File: config.mk
export PLATFORM = sky130hd
export DESIGN_NAME = axi_rd_arbiter
export DESIGN_NICKNAME = d
export VERILOG_FILES = /design/src/rtl/axi_rd_arbiter.sv
export SDC_FILE = /design/constraint.sdc
export NUM_CORES = 1
export LEC_CHECK = 0
export ABC_AREA = 1
export BUFFER_PORTS_ARGS = -buffer_cell sky130_fd_sc_hd__buf_2
export CAP_MARGIN = 20
export CORE_AREA = 2 2 91 93
export DETAILED_ROUTE_END_ITERATION = 8
export DIE_AREA = 0 0 93 95
export PLACE_DENSITY = 0.81
export SKIP_CTS_REPAIR_TIMING = 1
export SLEW_MARGIN = 25
export SYNTH_ARGS = -nofsm -noshare
export SYNTH_HDL_FRONTEND = slang
export SYNTH_SLANG_ARGS = --single-unit
File: constraint.sdc
create_clock -name clk -period 3.1 [get_ports clk]
set_input_delay 0.155 -clock clk [delete_from_list [all_inputs] [get_ports clk]]
set_output_delay 0.155 -clock clk [all_outputs]
set_load 0.005 [all_outputs]
File: src/rtl/axi_rd_arbiter.sv
// Shares one AXI read channel between the instruction and data cache refill ports.
// One burst is outstanding at a time; R beats are steered to the owning cache only.
module axi_rd_arbiter #(
    parameter int unsigned STARVE_LIMIT = 4,
    parameter logic [3:0]  ID_INST      = 4'd0,
    parameter logic [3:0]  ID_DATA      = 4'd1
) (
    input  logic        clk,
    input  logic        resetn,
    input  logic        rd_req_inst,
    input  logic [2:0]  rd_type_inst,
    input  logic [31:0] rd_addr_inst,
    output logic        rd_rdy_inst,
    output logic        ret_valid_inst,
    output logic        ret_last_inst,
    output logic [31:0] ret_data_inst,
    input  logic        rd_req_data,
    input  logic [2:0]  rd_type_data,
    input  logic [31:0] rd_addr_data,
    output logic        rd_rdy_data,
    output logic        ret_valid_data,
    output logic        ret_last_data,
    output logic [31:0] ret_data_data,
    output logic [3:0]  arid,
    output logic [31:0] araddr,
    output logic [7:0]  arlen,
    output logic [2:0]  arsize,
    output logic [1:0]  arburst,
    output logic        arvalid,
    input  logic        arready,
    input  logic [3:0]  rid,
    input  logic [31:0] rdata,
    input  logic [1:0]  rresp,
    input  logic        rlast,
    input  logic        rvalid,
    output logic        rready,
    output logic        rd_err
);
    localparam int unsigned SW = (STARVE_LIMIT < 1) ? 1 : $clog2(STARVE_LIMIT + 1);
    localparam logic [SW-1:0] STARVE_MAX = SW'(STARVE_LIMIT);

    typedef enum logic [1:0] {
        S_IDLE = 2'd0,
        S_ADDR = 2'd1,
        S_DATA = 2'd2
    } state_e;

    state_e         state_q, state_d;
    logic           owner_data_q, owner_data_d;
    logic [31:0]    addr_q, addr_d;
    logic [7:0]     len_q, len_d;
    logic [2:0]     size_q, size_d;
    logic [3:0]     id_q, id_d;
    logic [7:0]     beat_q, beat_d;
    logic [SW-1:0]  starve_q, starve_d;
    logic           err_q, err_d;

    logic           pick_data_s;
    logic [31:0]    sel_addr_s;
    logic [2:0]     sel_type_s;
    logic           beat_bad_s;

    // Arbitration, request latching, beat accounting and error detection.
    always_comb begin
        state_d      = state_q;
        owner_data_d = owner_data_q;
        addr_d       = addr_q;
        len_d        = len_q;
        size_d       = size_q;
        id_d         = id_q;
        beat_d       = beat_q;
        starve_d     = starve_q;
        err_d        = err_q;

        pick_data_s = rd_req_data && !(rd_req_inst && (starve_q == STARVE_MAX));
        sel_addr_s  = pick_data_s ? rd_addr_data : rd_addr_inst;
        sel_type_s  = pick_data_s ? rd_type_data : rd_type_inst;
        beat_bad_s  = (rresp != 2'b00) || (rid != id_q) || (beat_q > len_q)
                      || (rlast && (beat_q != len_q));

        case (state_q)
            S_IDLE: begin
                if (rd_req_inst || rd_req_data) begin
                    state_d      = S_ADDR;
                    owner_data_d = pick_data_s;
                    addr_d       = sel_addr_s;
                    id_d         = pick_data_s ? ID_DATA : ID_INST;
                    if (sel_type_s == 3'b100) begin
                        len_d  = 8'd3;
                        size_d = 3'b010;
                    end else begin
                        len_d  = 8'd0;
                        size_d = {1'b0, sel_type_s[1:0]};
                    end
                    // Only data grants that bypass a waiting inst request count toward starvation.
                    if (pick_data_s && rd_req_inst) begin
                        starve_d = (starve_q == STARVE_MAX) ? starve_q : starve_q + SW'(1);
                    end else begin
                        starve_d = '0;
                    end
                end else begin
                    state_d = S_IDLE;
                end
            end
            S_ADDR: begin
                if (arready) begin
                    state_d = S_DATA;
                    beat_d  = 8'd0;
                end else begin
                    state_d = S_ADDR;
                end
            end
            S_DATA: begin
                if (rvalid) begin
                    if (beat_bad_s) begin
                        err_d = 1'b1;
                    end else begin
                        err_d = err_q;
                    end
                    beat_d = (beat_q == 8'hFF) ? beat_q : beat_q + 8'd1;
                    if (rlast) begin
                        state_d = S_IDLE;
                    end else begin
                        state_d = S_DATA;
                    end
                end else begin
                    state_d = S_DATA;
                end
            end
            default: begin
                state_d = S_IDLE;
            end
        endcase
    end

    // State registers; resetn clears everything without waiting for a clock.
    always_ff @(posedge clk or negedge resetn) begin
        if (!resetn) begin
            state_q      <= S_IDLE;
            owner_data_q <= 1'b0;
            addr_q       <= 32'd0;
            len_q        <= 8'd0;
            size_q       <= 3'd0;
            id_q         <= 4'd0;
            beat_q       <= 8'd0;
            starve_q     <= '0;
            err_q        <= 1'b0;
        end else begin
            state_q      <= state_d;
            owner_data_q <= owner_data_d;
            addr_q       <= addr_d;
            len_q        <= len_d;
            size_q       <= size_d;
            id_q         <= id_d;
            beat_q       <= beat_d;
            starve_q     <= starve_d;
            err_q        <= err_d;
        end
    end

    assign arvalid = (state_q == S_ADDR);
    assign rready  = (state_q == S_DATA);
    assign arid    = id_q;
    assign araddr  = addr_q;
    assign arlen   = len_q;
    assign arsize  = size_q;
    assign arburst = 2'b01;
    assign rd_err  = err_q;

    // Handshake and return beats go to the owner only, gated by state so reset silences them at once.
    assign rd_rdy_inst    = arvalid && arready && !owner_data_q;
    assign rd_rdy_data    = arvalid && arready && owner_data_q;
    assign ret_valid_inst = rready && rvalid && !owner_data_q;
    assign ret_valid_data = rready && rvalid && owner_data_q;
    assign ret_last_inst  = rready && rvalid && rlast && !owner_data_q;
    assign ret_last_data  = rready && rvalid && rlast && owner_data_q;
    assign ret_data_inst  = (rready && !owner_data_q) ? rdata : 32'd0;
    assign ret_data_data  = (rready && owner_data_q) ? rdata : 32'd0;
endmodule
## Yosys cells after proc, flatten, opt, wreduce, memory -nomap -nowiden

Cells that the tools add are included.

| operators by class | value |
|---|---|
| muxes and demuxes | 18 |
| magnitude comparators | 1 |
| reduce and logical (&&, ||, !) cells | 28 |
| eq/ne operators | 11 |
| add/subtract/negate cells | 2 |

Operators with widths:

| kind | number |
|---|---|
| 32-bit two-way mux | 3 |
| 8-bit two-way mux | 3 |
| 8-bit one-hot mux with 2 select lines | 1 |
| 1-bit logical AND | 15 |
| 2-bit two-way mux | 5 |
| 3-bit two-way mux | 3 |
| 8-bit by 1-bit adder with 8-bit output, second input constant | 1 |
| 8-bit equality test, second input constant | 1 |
| 8-bit greater-than comparator | 1 |
| 8-bit != test | 1 |
| 3-bit equality test, second input constant | 2 |
| 2-bit != test, second input constant | 3 |
| 2-bit one-hot mux with 3 select lines | 1 |
| 3-bit AND reduction | 2 |
| 1-bit logical OR | 4 |
| 4-bit != test | 1 |
| 4-bit AND reduction | 1 |
| 2-bit nonzero test | 2 |
| 3-bit by 1-bit adder with 3-bit output, second input constant | 1 |
| 2-bit by 1-bit equality test with 1-bit output, second input constant | 1 |
| 2-bit equality test, second input constant | 1 |
| 1-bit zero test | 2 |
| 2-bit zero test | 1 |
| 1-bit two-way mux | 2 |
| other kinds (2) | 2 |

| word-level totals | value |
|---|---|
| register bits | 62 |
| output and inout port bits | 122 |
| bits of input ports | 115 |
| logic and storage cells | 69 |

## Longest topological paths before layout

| depth | value |
|---|---|
| word-level depth | 7 |
| depth in mapped cells | 9 |

## Worst setup path after synthesis

OpenSTA, ideal clock, no wires.

| timing | value |
|---|---|
| kind | register -> register |
| start | reg starve_q[0] |
| end | reg addr_q[0], in the netlist araddr[0] |
| arrival | 1220 ps |
| stages on the path, launching flop included | 9 |
| slack | 1803 ps |
| setup time | 77 ps |
| cells stage by stage | dfrtp_1 -> inv_1 -> ha_1 -> nand3_2 -> nand2_2 -> inv_2 -> buf_2 -> nand2_1 -> a21oi_1 |

| on the way | value |
|---|---|
| word-level cells in the longest chain between the ends | 5 |

RTL lines:

| element | RTL line | text |
|---|---|---|
| start, declared | 55 | `logic [SW-1:0] starve_q, starve_d;` |
| start signal, assigned | 156 | `starve_q <= starve_d;` |
| 3-bit equality test | 75 | `pick_data_s = rd_req_data && !(rd_req_inst && (starve_q == STARVE_MAX));` |
| 1-bit logical AND | 75 |  |
| 1-bit zero test | 75 |  |
| 1-bit logical AND | 75 |  |
| 32-bit two-way mux | 76 | `sel_addr_s = pick_data_s ? rd_addr_data : rd_addr_inst;` |
| end signal, assigned | 151 | `addr_q <= addr_d;` |
| end, declared | 50 | `logic [31:0] addr_q, addr_d;` |

No other way between the ends.
A chain may end at the register's enable or synchronous reset.

## Worst setup path after layout

| timing | value |
|---|---|
| start | reg state_q[0] |
| end | out ret_data_inst[18] |

| on the way | value |
|---|---|
| word-level cells in the longest chain between the ends | 3 |

RTL lines:

| element | RTL line | text |
|---|---|---|
| start, declared | 48 | `state_e state_q, state_d;` |
| start signal, assigned | 149 | `state_q <= state_d;` |
| 2-bit equality test | 162 | `assign rready = (state_q == S_DATA);` |
| 1-bit logical AND | 177 | `assign ret_data_inst = (rready && !owner_data_q) ? rdata : 32'd0;` |
| 32-bit two-way mux | 177 |  |
| end, declared | 16 | `output logic [31:0] ret_data_inst,` |

No other way between the ends.

==> report_table.html <==
<table>
<tr><th>Metric</th><th>Value</th></tr>
<tr><th colspan="2">Timing</th></tr>
<tr><td>Number of pins with negative max-slew slack in the final report</td><td>0</td></tr>
<tr><td>Shortest period the worst path allows</td><td>2.06 ns</td></tr>
<tr><td>Unrepaired setup endpoints after global routing</td><td>no</td></tr>
<tr><td>Remaining max-slew budget at the tightest pin</td><td>0.591</td></tr>
<tr><td>Final setup TNS</td><td>0 ns</td></tr>
<tr><td>Maximum clock skew at final layout</td><td>0.0114 ns</td></tr>
<tr><td>Period utilization</td><td>0.663</td></tr>
<tr><td>Setup-failing EPs final</td><td>0</td></tr>
<tr><td>Number of hold violations in the final report</td><td>0</td></tr>
<tr><td>Fmax</td><td>487 MHz</td></tr>
<tr><td>Actual slew at the worst max-slew pin</td><td>0.612 ns</td></tr>
<tr><th colspan="2">Clock network</th></tr>
<tr><td>CTS tree</td><td>built</td></tr>
<tr><td>Clock buffer depth</td><td>2</td></tr>
<tr><td>Num CTS Buffers</td><td>5</td></tr>
<tr><td>CTS clock-pin slew for the worst setup and hold paths</td><td>0.10 ns</td></tr>
<tr><td>Clock latency on the worst-skew pair</td><td>0.31 ns</td></tr>
<tr><td>Level count of the clock H-tree</td><td>2</td></tr>
<tr><td>Count of clock tree sinks</td><td>50</td></tr>
<tr><td>Clk root buf</td><td>sky130_fd_sc_hd__clkbuf_8</td></tr>
<tr><th colspan="2">Routing</th></tr>
<tr><td>Count of TritonRoute iterations in the first routing pass</td><td>4</td></tr>
<tr><td>Number of vias per cell</td><td>4.80</td></tr>
<tr><td>Post-detailed-route count of antenna-violating nets</td><td>0</td></tr>
<tr><td>Wire length on met3</td><td>849 um</td></tr>
<tr><td>Highest routed layer</td><td>met4</td></tr>
<tr><td>Vias post-DR</td><td>3730</td></tr>
<tr><td>Per-cell routed wire length</td><td>14.2 um</td></tr>
<tr><td>Wire length on met1</td><td>4360 um</td></tr>
<tr><td>Detailed route wirelength on metal2</td><td>5560 um</td></tr>
<tr><td>Total wire length</td><td>11100 um</td></tr>
<tr><td>Post-detailed-route DRC marker count</td><td>0</td></tr>
<tr><td>DRC marker count from the first detailed-route iteration</td><td>118</td></tr>
<tr><th colspan="2">Logic synthesis</th></tr>
<tr><td>Largest cells by area after synthesis</td><td>sky130_fd_sc_hd__dfrtp_1 (39%), sky130_fd_sc_hd__nor2_1 (15%), sky130_fd_sc_hd__nand2_1 (10%)</td></tr>
<tr><td>Simple-gate share of the synthesized area</td><td>0.289</td></tr>
<tr><td>Sequential-to-total area share from yosys stat</td><td>0.392</td></tr>
<tr><td>Syn Inst Count</td><td>459</td></tr>
<tr><td>Yosys top cell by area</td><td>sky130_fd_sc_hd__dfrtp_1</td></tr>
<tr><td>Share of Yosys cell area claimed by the top area cell type</td><td>0.392</td></tr>
<tr><td>Compound-Gate Fraction of Synth Area</td><td>0.150</td></tr>
<tr><td>Average cell area after synthesis</td><td>6.95 sq um</td></tr>
<tr><td>Flip-flop and latch count after synthesis</td><td>50</td></tr>
<tr><td>Number of distinct library cell variants in the gate-level netlist after synthesis</td><td>24</td></tr>
<tr><td>Warnings from Yosys</td><td>0</td></tr>
<tr><td>Main combinational cell family by area after synthesis</td><td>simple AND/OR/NAND/NOR gates</td></tr>
<tr><td>Post-synthesis share of cell area spent on full adders, half adders and majority gates</td><td>0.0196</td></tr>
<tr><td>Area of the mapped netlist</td><td>3190 sq um</td></tr>
<tr><td>Post-synthesis mux area share</td><td>0</td></tr>
<tr><td>Area share of xor/xnor cells in the synthesized design</td><td>0.00824</td></tr>
<tr><th colspan="2">Worst setup path</th></tr>
<tr><td>Count of buffering cells on the critical path with inverters included</td><td>3</td></tr>
<tr><td>Largest driver fanout on the critical path</td><td>34</td></tr>
<tr><td>Crit-path slowest cell</td><td>sky130_fd_sc_hd__dfrtp_1</td></tr>
<tr><td>Type of destination of the critical path</td><td>output port</td></tr>
<tr><td>Kind of start point of the critical path</td><td>register</td></tr>
<tr><td>Cell-by-cell trace of the critical path</td><td>inv_1, nand2_1, inv_2, nand2_2, nor2_1, buf_2</td></tr>
<tr><td>Category of the most critical setup path</td><td>reg -&gt; out</td></tr>
<tr><td>Kind of cell with the highest combined delay on the critical path</td><td>simple AND/OR/NAND/NOR gates</td></tr>
<tr><td>Critical path arrival</td><td>1.90 ns</td></tr>
<tr><td>Critical path data required time</td><td>2.94 ns</td></tr>
<tr><td>Largest incremental delay on the critical path</td><td>0.38 ns</td></tr>
<tr><th colspan="2">GRT</th></tr>
<tr><td>Global-route wire length before repair</td><td>16200 um</td></tr>
<tr><td>Number of antenna violations at the first check in global routing</td><td>0</td></tr>
<tr><td>Gr usage total</td><td>0.237</td></tr>
<tr><td>Number of global-route vias before repair</td><td>3319</td></tr>
<tr><td>Remaining global-route overflow</td><td>0</td></tr>
<tr><td>Pin count of the biggest net entering global routing</td><td>37</td></tr>
<tr><th colspan="2">Floorplanning</th></tr>
<tr><td>IO Pins</td><td>237</td></tr>
<tr><td>Core Rows</td><td>33</td></tr>
<tr><td>Initial core utilization</td><td>0.402</td></tr>
<tr><td>Horizontal die dimension</td><td>93 um</td></tr>
<tr><td>Area of the die</td><td>8840 sq um</td></tr>
<tr><td>Core footprint</td><td>7930 sq um</td></tr>
<tr><td>Vertical die dimension</td><td>95 um</td></tr>
<tr><th colspan="2">Cells and area</th></tr>
<tr><td>Finished Core Util</td><td>0.552</td></tr>
<tr><td>Fin nets</td><td>791</td></tr>
<tr><td>Area used by multi-input combinational logic</td><td>1540 sq um</td></tr>
<tr><td>Final Instance Area</td><td>4380 sq um</td></tr>
<tr><td>Number of inserted filler cells in the final layout</td><td>776</td></tr>
<tr><td>Area growth syn-to-layout</td><td>37.1%</td></tr>
<tr><td>Most common cell after layout, fill and taps aside</td><td>sky130_fd_sc_hd__buf_2</td></tr>
<tr><td>Leading cell types in the layout, fill and taps excluded</td><td>sky130_fd_sc_hd__buf_2 (224), sky130_fd_sc_hd__nor2_1 (125), sky130_fd_sc_hd__nand2_1 (83)</td></tr>
<tr><td>Fraction of final layout cells sized beyond drive strength 1</td><td>0.396</td></tr>
<tr><td>Number of antenna diodes</td><td>0</td></tr>
<tr><td>Storage cell area</td><td>1250 sq um</td></tr>
<tr><th colspan="2">Power</th></tr>
<tr><td>Post-route total power</td><td>3.03 mW</td></tr>
<tr><td>Sw frac</td><td>0.439</td></tr>
<tr><td>Worst-case vdd ir drop</td><td>382 uV</td></tr>
<tr><td>Switching power</td><td>1.33 mW</td></tr>
<tr><td>Combinational share of power</td><td>0.507</td></tr>
<tr><td>Leak Pwr</td><td>2.60 nW</td></tr>
<tr><td>P_int</td><td>1.70 mW</td></tr>
<tr><td>Power per cell area</td><td>692 nW/um^2</td></tr>
<tr><td>Flop pwr share</td><td>0.365</td></tr>
<tr><td>Share of power burned in the clock network</td><td>0.128</td></tr>
<tr><th colspan="2">Worst hold path</th></tr>
<tr><td>Path class of the lowest-slack min-delay path</td><td>in -&gt; reg</td></tr>
<tr><th colspan="2">Run status</th></tr>
<tr><td>Run status</td><td>finished, final reports clean</td></tr>
<tr><th colspan="2">Placed design</th></tr>
<tr><td>Total half-perimeter wirelength after legalization and detailed placement</td><td>8730 um</td></tr>
<tr><td>Input/output buffers</td><td>224</td></tr>
<tr><td>Global placer's final weighted congestion</td><td>0.855</td></tr>
<tr><td>Post-place instance area</td><td>4270 sq um</td></tr>
<tr><th colspan="2">Flow run</th></tr>
<tr><td>Max-capacitance violation count</td><td>0</td></tr>
</table>
==> per-layer routing <==
metal  track usage  up-vias
met5             0        -
met4        0.0858        0
met3        0.0439       23
met2         0.428      202
met1         0.283     1698
li1              -     1807
==> power by group through the flow <==
| stage | clock network (mW) | registers (mW) | logic [mW] |
|---|---|---|---|
| after global routing | 0.418 | 1.14 | 1.74 |
| after CTS | 0.396 | 1.10 | 1.54 |
| after global placement | 0 | 1.11 | 1.49 |
| final | 0.388 | 1.10 | 1.54 |
| after detailed placement | 0 | 1.10 | 1.55 |
| after floorplan | 0 | 1.10 | 0.927 |
==> area by class of cell <==
class	instances	share of cell area
inverter	56	0.0486
tap	105	0.0300
clock buffer	6	0.0166
timing repair buffer	228	0.264
multi-input combinational	330	0.352
clock inverter	2	0.00315
sequential	50	0.286
==> sequential cells by signal (all words and copies together) (netlist names) <==
name / flops
starve_q: 3
arlen: 1
beat_q: 8
owner_data_q: 1
rd_err: 1
state_q: 2
arsize: 2
araddr: 32
==> per-stage QoR <==
step / instances / hold WS, ns / setup WS (ns)
2_1_floorplan: 469 / -0.141 / 1.80
3_3_place_gp: 768 / 0.190 / 1.06
3_5_place_dp: 768 / 0.204 / 1.03
4_1_cts: 776 / -0.125 / 0.690
5_1_grt: 777 / 0.0769 / 0.816
6_report: 777 / 0.0816 / 1.04
==> final timing paths <==
check | startpoint | end | slack (ns) | cells after the start
max | state_q[0] | ret_data_inst[18] | 1.04 | 6
min | rd_addr_data[5] | araddr[5] | 0.08 | 3
max reg2reg | starve_q[0] | starve_q[2] | 1.07 | 9
min reg2reg | rd_err | rd_err | 0.46 | 2
max in group asynchronous | resetn | araddr[2] | 1.93 | 3
min in group asynchronous | resetn | araddr[16] | 0.39 | 2
==> logic make-up (layout without fill, tap and decap cells) <==
logic type	count (synthesis)	after routing
xor gates and xnor gates	3	3
DFF	50	50
AOI/OAI and AO/OA	77	77
and+or+nand+nor	233	233
adders and majority gates	5	5
buffers and inverters	89	292
other	2	12
==> worst reg2reg max path, cell delays in order (launching register included) <==
cell	delay, ns
sky130_fd_sc_hd__dfrtp_1	0.37
sky130_fd_sc_hd__inv_1	0.07
sky130_fd_sc_hd__ha_1	0.20
sky130_fd_sc_hd__nand3_2	0.09
sky130_fd_sc_hd__nand2_2	0.28
sky130_fd_sc_hd__inv_2	0.57
sky130_fd_sc_hd__nand2_1	0.11
sky130_fd_sc_hd__inv_1	0.11
sky130_fd_sc_hd__nand3_1	0.08
sky130_fd_sc_hd__nand2_1	0.08
==> Yosys cell counts <==
master	count
sky130_fd_sc_hd__a21boi_0	1
sky130_fd_sc_hd__a21oi_1	44
sky130_fd_sc_hd__a21oi_2	20
sky130_fd_sc_hd__a21oi_4	1
sky130_fd_sc_hd__buf_2	12
sky130_fd_sc_hd__buf_4	18
sky130_fd_sc_hd__buf_6	3
sky130_fd_sc_hd__conb_1	2
sky130_fd_sc_hd__dfrtp_1	50
sky130_fd_sc_hd__ha_1	5
sky130_fd_sc_hd__inv_1	53
sky130_fd_sc_hd__inv_2	2
sky130_fd_sc_hd__inv_4	1
sky130_fd_sc_hd__nand2_1	85
sky130_fd_sc_hd__nand2_2	2
sky130_fd_sc_hd__nand3_1	16
sky130_fd_sc_hd__nand3_2	1
sky130_fd_sc_hd__nand3b_1	2
sky130_fd_sc_hd__nor2_1	125
sky130_fd_sc_hd__nor2_2	1
sky130_fd_sc_hd__nor2_4	1
sky130_fd_sc_hd__o21ai_0	10
sky130_fd_sc_hd__o21ai_2	1
sky130_fd_sc_hd__xor2_1	3
No activity file was read; power rests on OpenSTA's default activity.
